$ cat src/rtl/s_array_reader.sv
`timescale 1ns/1ps
`default_nettype none
// +----------------------------------------------------------------------------+
// | Module   : s_array_reader                                                  |
// | Purpose  : Sweeps the RC4 S-array RAM from START_ADDR to END_ADDR and        |
// |            streams each byte with its index over valid/ready.               |
// | Options  : S_READER_IDENTITY_CHECK_EN adds a sticky S[i]==i checker.        |
// | Revision : 1.0                                                              |
// +----------------------------------------------------------------------------+
module s_array_reader #(
  parameter int ADDR_W     = 8,
  parameter int DATA_W     = 8,
  parameter int RD_LAT     = 1,
  parameter int START_ADDR = 0,
  parameter int END_ADDR   = 255
) (
  input  logic              clk,
  input  logic              reset_n,
  input  logic              start,
  output logic [ADDR_W-1:0] address,
  output logic              write_enable,
  input  logic [DATA_W-1:0] q,
  output logic [DATA_W-1:0] out_data,
  output logic [ADDR_W-1:0] out_index,
  output logic              out_valid,
  input  logic              out_ready,
  output logic              busy,
  output logic              done,
  output logic              mismatch,
  output logic [ADDR_W-1:0] mismatch_addr
);

  localparam int CNT_W = 2;
  localparam logic [ADDR_W-1:0] FIRST_ADDR = ADDR_W'(START_ADDR);
  localparam logic [ADDR_W-1:0] LAST_ADDR  = ADDR_W'(END_ADDR);

  typedef enum logic [2:0] {
    S_IDLE    = 3'd0,
    S_ISSUE   = 3'd1,
    S_WAIT    = 3'd2,
    S_PRESENT = 3'd3,
    S_DONE    = 3'd4
  } state_t;

  state_t             state;
  logic [CNT_W-1:0]   wait_cnt;
  logic               capture;
  logic               start_accept;

  assign write_enable = 1'b0;
  // The last WAIT edge is the only point where q is trusted.
  assign capture      = (state == S_WAIT) && (wait_cnt == CNT_W'(1));
  assign start_accept = (state == S_IDLE) && start;

  always_ff @(posedge clk or negedge reset_n) begin
    if (!reset_n) begin
      state     <= S_IDLE;
      address   <= FIRST_ADDR;
      wait_cnt  <= '0;
      out_data  <= '0;
      out_index <= '0;
      out_valid <= 1'b0;
      busy      <= 1'b0;
      done      <= 1'b0;
    end else begin
      case (state)
        S_IDLE: begin
          if (start) begin
            state   <= S_ISSUE;
            address <= FIRST_ADDR;
            busy    <= 1'b1;
          end
        end
        S_ISSUE: begin
          state    <= S_WAIT;
          wait_cnt <= CNT_W'(RD_LAT);
        end
        S_WAIT: begin
          wait_cnt <= wait_cnt - CNT_W'(1);
          if (capture) begin
            out_data  <= q;
            out_index <= address;
            out_valid <= 1'b1;
            state     <= S_PRESENT;
          end
        end
        S_PRESENT: begin
          if (out_ready) begin
            out_valid <= 1'b0;
            if (address == LAST_ADDR) begin
              state <= S_DONE;
              done  <= 1'b1;
            end else begin
              address <= address + ADDR_W'(1);
              state   <= S_ISSUE;
            end
          end
        end
        S_DONE: begin
          done  <= 1'b0;
          busy  <= 1'b0;
          state <= S_IDLE;
        end
        default: state <= S_IDLE;
      endcase
    end
  end

`ifdef S_READER_IDENTITY_CHECK_EN
  logic [DATA_W-1:0] addr_as_data;
  assign addr_as_data = DATA_W'(address);

  // Only the first failing address since the last accepted start is kept.
  always_ff @(posedge clk or negedge reset_n) begin
    if (!reset_n) begin
      mismatch      <= 1'b0;
      mismatch_addr <= '0;
    end else if (start_accept) begin
      mismatch      <= 1'b0;
      mismatch_addr <= '0;
    end else if (capture && !mismatch && (q != addr_as_data)) begin
      mismatch      <= 1'b1;
      mismatch_addr <= address;
    end
  end
`else
  logic unused_start_accept;
  assign unused_start_accept = start_accept;
  assign mismatch      = 1'b0;
  assign mismatch_addr = '0;
`endif

endmodule
`default_nettype wire

$ cat config.mk
export PLATFORM = sky130hd
export DESIGN_NAME = s_array_reader
export DESIGN_NICKNAME = d
export VERILOG_FILES = /design/src/rtl/s_array_reader.sv
export SDC_FILE = /design/constraint.sdc
export NUM_CORES = 1
export LEC_CHECK = 0
export ABC_CLOCK_PERIOD_IN_PS = 2000
export BUFFER_PORTS_ARGS = -buffer_cell sky130_fd_sc_hd__buf_2
export CAP_MARGIN = 40
export CORE_MARGIN = 2
export CORE_UTILIZATION = 52
export CTS_BUF_LIST = sky130_fd_sc_hd__clkbuf_4 sky130_fd_sc_hd__clkbuf_8
export CTS_CLUSTER_SIZE = 12
export DETAILED_ROUTE_END_ITERATION = 16
export PLACE_DENSITY = 0.91
export SYNTH_ARGS = -nofsm -noshare
export SYNTH_HDL_FRONTEND = slang
export SYNTH_SLANG_ARGS = --single-unit
export TNS_END_PERCENT = 100
$ cat constraint.sdc
create_clock -name clk -period 2 [get_ports clk]
set_clock_uncertainty 0.1 [all_clocks]
set_input_delay 0.1 -clock clk [delete_from_list [all_inputs] [get_ports clk]]
set_output_delay 0.1 -clock clk [all_outputs]
set_load 0.02 [all_outputs]
## Yosys cells after proc, flatten, opt, wreduce, memory -nomap -nowiden

Index checks and enable logic that the tools add are counted.

| storage, ports and cells | value |
|---|---|
| input bits | 12 |
| logic and storage cells | 52 |
| flip-flop bits (word level) | 32 |
| output and inout bits | 37 |

| operators by class | value |
|---|---|
| reductions and logical operators | 13 |
| eq/ne operators | 11 |
| add/sub/neg operators | 2 |
| muxes and demuxes | 18 |

Operators with widths:

| kind | count |
|---|---|
| 2-to-1 mux 8 bit | 3 |
| case mux 8 bit (2 select lines) | 1 |
| 2-to-1 mux 3 bit | 4 |
| case mux 3 bit (4 select lines) | 1 |
| inequality test 2 bit (second input constant) | 5 |
| nonzero test 2 bit | 5 |
| AND reduction 3 bit | 3 |
| adder 8 x 1 -> 8 bit (second input constant) | 1 |
| == test 8 bit (second input constant) | 1 |
| == test 3 x 2 -> 1 bit (second input constant) | 2 |
| case mux 1 bit (2 select lines) | 3 |
| 2-to-1 mux 1 bit | 5 |
| case mux 2 bit (2 select lines) | 1 |
| AND reduction 2 bit | 2 |
| AND reduction 4 bit | 1 |
| == test 3 x 1 -> 1 bit (second input constant) | 1 |
| == test 3 bit (second input constant) | 1 |
| zero test 3 bit | 1 |
| == test 2 x 1 -> 1 bit (second input constant) | 1 |
| subtractor 2 x 1 -> 2 bit (second input constant) | 1 |
| logical AND 1 bit | 1 |

## Depth between registers and ports, before layout

Gate-level depths: netlist of run 1.

| depth | value |
|---|---|
| depth after elaboration | 4 |
| mapped depth | 6 |
| gate-level depth less buffers | 5 |

## Worst setup path after synthesis of run 1

OpenSTA, ideal clock, no wires.

| path | value |
|---|---|
| kind | register to register |
| start point | reg address[3] |
| end point | reg address[5] |
| arrival time | 1.585 ns |
| clock period less this slack | 1.809 ns |
| data required time | 1.776 ns |
| buffers on the path | 2 |
| setup time | 0.124 ns |
| stages on the path, launching flop included | 7 |
| slack | 0.191 ns |
| path through | dfrtp_1 > buf_2 > and4_4 > a41o_1 > and2_1 > buf_6 > a211o_1 |

| between the ends | value |
|---|---|
| longest elaborated chain between the ends | 4 |
| elaborated cells on any way between the ends | 7 |
| those cells by class | add/sub: 1; eq/ne: 2; mux: 3; reduce/logical: 1 |

Ends and longest elaborated chain:

| element | RTL line | RTL |
|---|---|---|
| start: declaration | 20 | `output logic [ADDR_W-1:0] address,` |
| start signal: assignment | 94 | `address <= address + ADDR_W'(1);` |
| adder 8 x 1 -> 8 bit | 94 |  |
| 2-to-1 mux 8 bit | 90 | `if (address == LAST_ADDR) begin` |
| 2-to-1 mux 8 bit | 88 | `if (out_ready) begin` |
| case mux 8 bit (2 select lines) | 66 | `case (state)` |

Parallel ways exist; a longest one is shown, timed or not. The select of a mux whose other input is x is not followed.
A chain may end at the register's enable or synchronous reset.

## Worst setup path after layout of run 1

| path | value |
|---|---|
| start point | reg address[0] |
| end point | reg address[6] |

The elaborated chain is that of the path after synthesis.

==> results.md, run 1 <==
* Run status: completed
* Longest individual stage delay on the worst path at 0.44 ns
* Count of pins on the block boundary at 49
* Chain of cells forming the critical path: ha_1 -> a41o_1 -> and2_1 -> a211o_1
* Via count of the first global-routing pass at around 1200
* Num CTS Buffers at 5
* DRC violation count after routing at 0
* Global-route usage over all layers at between 10% and 20%
* Synth top cells by count: sky130_fd_sc_hd__dfrtp_1 (32), sky130_fd_sc_hd__mux2_2 (16), sky130_fd_sc_hd__buf_4 (12)
* Nets at ~190
* Critical setup path kind: flip-flop to flip-flop
* Post-detailed-routing wire length at 2.97 mm
* Length of the first detailed-routing pass in iterations at 5
* Die area at 3390 sq um
* Port-buffer cells at 38
* Fraction of layout cells with a size suffix above 1 at 37.1%
* Gr ovfl total at 0
* Highest fanout seen on the critical path at 6
* Worst-case headroom to the max-slew limit at 53.3%
* Critical Path Sink Type: flip-flop
* EDFF count, synth at 0
* Synth-to-Final Area Change at 19.5%
* Type of the most critical hold path: input pin to flip-flop
* Post-layout worst setup margin at approximately 0.21 ns
* Count of final setup violators at 0
* FILL cells at 202
* Startpoint types: flip-flop
* Vias per Instance at about 5.7
* Largest net degree at the start of global routing at 33
* Clock tree root buffer cell: sky130_fd_sc_hd__clkbuf_4
* Core Area at ~2800 sq um
* Effective utilization at floorplan at 55.0%
* 1st-iter DRT viols at 16
* Largest voltage drop on the vdd net at 1.20 mV
* Post-CTS setup buffers at 0
* Total power after layout at 2.72 mW
* Pre-CTS setup slack at 0.231 ns
* Share of the cycle needed by the critical path after routing at 89.7%
* Post-layout min period at 1.79 ns
* Leading post-synthesis cells by cell area: sky130_fd_sc_hd__dfrtp_1 (52%), sky130_fd_sc_hd__mux2_2 (12%), sky130_fd_sc_hd__buf_4 (5.9%)
* Area of combinational cells with multiple inputs at roughly 630 sq um
* Final hold viol count at 0
* Distinct cell type count after synthesis at 37
* Yosys synthesis warning count at 0
* Routability-driven placement congestion ratio at 0.809
* Die Ht at 58.2 microns
* Slew of the pin with the lowest slew margin at 0.701 ns
* Antenna violations before repair at 0
* Die X-Extent at a little under 60 microns
* Dominant cell by count in the synthesized netlist: sky130_fd_sc_hd__dfrtp_1
* FF+latch count, synth at 32
* Area of the mapped netlist at 1530 sq um
* Clock edge transition at the registers on the reported setup and hold paths at roughly 0.09 ns
* Share of flip-flops with an asynchronous set or reset at between 90% and 100%
* Area used by sequential logic in the layout at 801 sq um
* Slowest-stage cell, CP: sky130_fd_sc_hd__dfrtp_1
* RSZ-0062 raised after global routing: false
* Count of inserted antenna diode cells at 0
* Total number of placement rows at 19
* Setup_tns at 0 ns
* Required time of the critical path at 2.11 ns
* Syn avg cell area at around 12 sq um
* Clk buf depth at 2
* Final Util at 65.7%
* Number of maximum-capacitance constraint violations at 0
* Highest achievable clock rate at ~560 MHz
* Pwr/cell area at 1490 nW/um^2
* Leakage component of the power at 0.947 nW
* Synth top area share at 52.3%
* Gate count of the mapped netlist at 129
* Via Count at 1174
* Num Clock Sinks at 32
* Count of antenna-violating nets left after detailed routing at 0
* Top cell type by total area after synthesis: sky130_fd_sc_hd__dfrtp_1
* Most used flip-flop cell after synthesis: sky130_fd_sc_hd__dfrtp_1
* Crit path arrival time at 1.90 ns
* Global-route wire length before repair at 5.11 mm
* Detailed-placement wirelength estimate at 2.06 mm
* Deepest level of the CTS H-tree at 2
* Clock tree from TritonCTS: yes
* Part of the Yosys area used for sequential elements at ~52%
* Insertion delay of the later-clocked pin in the worst-skew pair at 0.32 ns
* Pins Over Slew Limit at 0
* Average wire per cell in the routed design at 14.4 microns
==> sequential cells by signal, indices dropped and copies added (netlist names) <==
register,count
address,8
out_data,8
out_index,8
state,3
wait_cnt,2
busy,1
done,1
out_valid,1
==> layout make-up <==
| type | instances | area share (%) |
|---|---|---|
| Clock inverter | 1 | 0.274 |
| Clock buffer | 6 | 2.46 |
| Inverter | 2 | 0.411 |
| Sequential cell | 32 | 43.8 |
| Multi-Input combinational cell | 86 | 34.5 |
| Tap cell | 31 | 2.12 |
| Timing Repair Buffer | 48 | 16.4 |
==> where the power goes <==
| part | leakage, nW | total [mW] | switching (mW) | internal [mW] |
|---|---|---|---|---|
| logic | 0.519 | 1.24 | 0.673 | 0.569 |
| clock network | 0.0315 | 0.341 | 0.198 | 0.143 |
| registers | 0.396 | 1.13 | 0.242 | 0.891 |
==> logic make-up (layout without fill, tap and decap cells) <==
kind of cell	Yosys count	in the layout	share of synthesized area, %
simple gates	32	32	13.0
mux	18	18	13.1
compound gates	24	24	11.0
fa+ha+maj	2	2	1.64
flops	32	32	52.3
buf+inv	20	57	8.67
other cells	1	10	0.245
==> cell usage in the layout (no fill, tap or decap), types with 2 or more instances in the layout <==
| master | instances |
|---|---|
| sky130_fd_sc_hd__a21o_1 | 3 |
| sky130_fd_sc_hd__dlygate4sd3_1 | 9 |
| sky130_fd_sc_hd__clkbuf_4 | 6 |
| sky130_fd_sc_hd__a211o_1 | 3 |
| sky130_fd_sc_hd__dfrtp_1 | 32 |
| sky130_fd_sc_hd__nor2_1 | 4 |
| sky130_fd_sc_hd__ha_1 | 2 |
| sky130_fd_sc_hd__o21ai_0 | 3 |
| sky130_fd_sc_hd__nand3_1 | 5 |
| sky130_fd_sc_hd__inv_1 | 2 |
| sky130_fd_sc_hd__nor3_1 | 3 |
| sky130_fd_sc_hd__nand3b_1 | 2 |
| sky130_fd_sc_hd__mux2i_1 | 2 |
| sky130_fd_sc_hd__nand2_1 | 5 |
| sky130_fd_sc_hd__conb_1 | 10 |
| sky130_fd_sc_hd__a21oi_1 | 5 |
| sky130_fd_sc_hd__and3_1 | 4 |
| sky130_fd_sc_hd__o31ai_1 | 2 |
| sky130_fd_sc_hd__buf_2 | 38 |
| sky130_fd_sc_hd__and3b_1 | 2 |
| sky130_fd_sc_hd__mux2_2 | 16 |
==> timing repair <==
item / in CTS / in global routing
gates resized for setup: 0 / 0
endpoints found under the hold margin: 40 / 0
hold buffers: 9 / 0
==> metrics by stage <==
stage	hold WS (ns)	instance area, sq um	instances
after floorplan	-0.296	1560	138
after global placement	0.0681	1690	190
after detailed placement	0.0778	1690	190
after CTS	0.0162	1830	206
after global routing	0.0362	1830	206
final	0.0297	1830	206
==> layer usage <==
metal	up-vias	share of wire (%)	routed length [microns]	global-route usage, %
li1	538	-	-	-
met1	560	40	1170	24.1
met2	63	51	1520	33.8
met3	13	6.7	199	4.69
met4	0	2.4	72	9.30
met5	-	0	0	0
==> path summary, 6_finish.rpt <==
kind | start | endpoint | slack [ns] | cells after the start
worst max-delay path | address[0] | address[6] | 0.21 | 4
worst min-delay path | start | busy | 0.03 | 3
worst max register to register | address[0] | address[6] | 0.21 | 4
worst min register to register | out_valid | out_valid | 0.40 | 1
max in group asynchronous | reset_n | address[1] | 1.09 | 2
min in group asynchronous | reset_n | out_index[6] | 0.27 | 2
==> worst max-delay path: cells and delay by family (launching register included) <==
kind                     cells  cell delay, ns
flip-flops                   1            0.44
AO/OA/AOI/OAI                2            0.59
AND/OR/NAND/NOR              1            0.25
adder cells (fa/ha/maj)      1            0.30
Note: power is estimated with default switching activity, not from simulation.
==> run 2: changes to the inputs <==
--- a/config.mk
+++ b/config.mk
@@ -10,7 +10,7 @@
 export CAP_MARGIN = 40
 export CORE_MARGIN = 2
 export CORE_UTILIZATION = 52
-export CTS_BUF_LIST = sky130_fd_sc_hd__clkbuf_4 sky130_fd_sc_hd__clkbuf_8
+export CTS_BUF_LIST = sky130_fd_sc_hd__clkbuf_8
 export CTS_CLUSTER_SIZE = 12
 export DETAILED_ROUTE_END_ITERATION = 16
 export PLACE_DENSITY = 0.91
==> run 2 against run 1 <==
- first-iteration DRC count increased by 69%
- fmax increased by 0.29%
- combinational power about the same
- total power increased by 4.1%
- critical path type unchanged
- largest cell class unchanged
==> results.md, run 2 (same netlist as run 1, synthesis figures left out) <==
* Run status: completed
* Largest voltage drop on the vdd net at 1.30 mV
* DRC violation count after routing at 0
* Buf/Inv on CP at 0
* Startpoint of the worst-slack reg-to-reg timing path: address[0]
* Count of antenna-violating nets left after detailed routing at 0
* Reg2reg setup slack at 0.21 ns
* Clock tree from TritonCTS: yes
* Fraction of layout cells with a size suffix above 1 at 36.6%
* Critical setup path kind: flip-flop to flip-flop
* Cell depth of the worst flop-to-flop path at 4
* Number of maximum-capacitance constraint violations at 0
* Type of the most critical hold path: input pin to flip-flop
* Highest achievable clock rate at ~560 MHz
* Setup_tns at 0 ns
* Largest registers: address (8), out_data (8), out_index (8)
* Highest fanout seen on the critical path at 6
* Routed wl met3 at between 150 and 200 microns
* Count of final setup violators at 0
* Detailed-placement wirelength estimate at 2.06 mm
* Most frequent standard cell in the layout excluding fill and tap cells: sky130_fd_sc_hd__buf_2
* Startpoint types: flip-flop
* Num Clock Sinks at 32
* Pwr/cell area at between 1500 and 2000 nW/um^2
* Longest individual stage delay on the worst path at around 0.43 ns
* Routed met2 length at 1.48 mm
* Metal1 wirelength at 1.23 mm
* Hold Crit Start: start
* Crit path arrival time at 1.86 ns
* Slew of the pin with the lowest slew margin at 0.685 ns
* Synth-to-Final Area Change at 21.3%
* Deepest level of the CTS H-tree at 2
* Chain of cells forming the critical path: ha_1 -> a41o_1 -> and2_1 -> a211o_1
* Core Area at 2780 sq um
* Routability-driven placement congestion ratio at 0.809
* Die area at around 3400 sq um
* Nets at 189
* Effective utilization at floorplan at 55.0%
* Global-route wire length before repair at a little over 5 mm
* # hold bufs at CTS at 9
* Post-detailed-routing wire length at 2.96 mm
* 1st-iter DRT viols at 27
* Num CTS Buffers at 5
* Die Ht at 58.2 microns
* Count of pins on the block boundary at just under 50
* Leakage component of the power at 0.961 nW
* Hold EP: busy
* Vias per Instance at 5.65
* Final hold viol count at 0
* Count of inserted antenna diode cells at 0
* Clk buf depth at 2
* Worst-case headroom to the max-slew limit at 54.3%
* Average wire per cell in the routed design at between 10 and 15 microns
* Clock tree root buffer cell: sky130_fd_sc_hd__clkbuf_8
* Largest net degree at the start of global routing at 33
* Gr ovfl total at 0
* Destination of the worst register-to-register timing path: address[5]
* Post-layout min period at 1.79 ns
* Critical Path Sink Type: flip-flop
* Pins Over Slew Limit at 0
* Final Util at ~67%
* Depth of the worst hold-timing path at 3
* Total number of placement rows at 19
* Die X-Extent at between 50 and 60 microns
* Clock edge transition at the registers on the reported setup and hold paths at 0.06 ns
* Required time of the critical path at 2.07 ns
* RSZ-0062 raised after global routing: false
* Slowest-stage cell, CP: sky130_fd_sc_hd__dfrtp_1
* Top library cells by usage in the layout, fill and taps aside: sky130_fd_sc_hd__buf_2 (38), sky130_fd_sc_hd__dfrtp_1 (32), sky130_fd_sc_hd__mux2_2 (16)
* Insertion delay of the later-clocked pin in the worst-skew pair at 0.28 ns
* Antenna violations before repair at 0
* Category of cells accounting for the largest share of critical-path delay: compound AO/OA/AOI/OAI gates
* Via count of the first global-routing pass at 1150
* Port-buffer cells at 38
* Global-route usage over all layers at 20.2%
* Length of the first detailed-routing pass in iterations at 4
* Via Count at 1164
* Post-CTS setup buffers at 0
* Post-cts sizing count at 0
* Top metal layer carrying routed signals: met4
* Share of the cycle needed by the critical path after routing at 89.5%
run 2: changes by cell type in the layout (fill, tap and decap cells not counted):
cell and delta:
sky130_fd_sc_hd__clkbuf_4 -6, sky130_fd_sc_hd__clkbuf_8 +5, sky130_fd_sc_hd__inv_1 +1
run 2: how the worst max path moves through the flow:
stage | startpoint | endpoint | slack, ns | cells past startpoint
2_1_floorplan | address[3] | address[5] | 0.19 | 6
3_3_place_gp | address[0] | address[5] | 0.32 | 4
3_5_place_dp | address[0] | address[6] | 0.23 | 4
4_1_cts | address[0] | address[6] | 0.21 | 4
5_1_grt | address[0] | address[6] | 0.13 | 4
6_report | address[0] | address[5] | 0.21 | 4
run 2: area by class of cell:
cell class                      count  area (sq um)
Tap cell                           31          38.8
Clock inverter                      2          8.76
Fill cell                         201           926
Inverter                            2          7.51
Clock buffer                        5          68.8
Timing Repair Buffer               48           300
Sequential cell                    32           801
Multi-Input combinational cell     86           631
run 2: routing by layer:
layer  up-vias  GRT usage [%]
met5         -              0
met1       573           24.2
li1        535              -
met3        10           7.59
met2        46           33.3
met4         0           6.98
run 2: worst min-delay path: cells and delay by family:
family	cells	cell delay (ns)
compound gates	2	0.19
buf+inv	1	0.11
run 2: report_power, final:
| group | total, mW | internal [mW] | switching, mW |
|---|---|---|---|
| registers | 1.14 | 0.894 | 0.243 |
| logic | 1.24 | 0.569 | 0.675 |
| clock network | 0.448 | 0.231 | 0.217 |
run 2: per-stage QoR:
step / instance area, sq um / power, mW / worst slack [ns] / hold slack (ns) / std cells
2_1_floorplan: 1560 / 2.05 / 0.191 / -0.296 / 138
3_3_place_gp: 1690 / 2.31 / 0.316 / 0.0681 / 190
3_5_place_dp: 1690 / 2.38 / 0.231 / 0.0778 / 190
4_1_cts: 1860 / 2.84 / 0.213 / 0.0724 / 206
5_1_grt: 1860 / 3.03 / 0.130 / 0.0869 / 206
6_report: 1860 / 2.83 / 0.210 / 0.0658 / 206
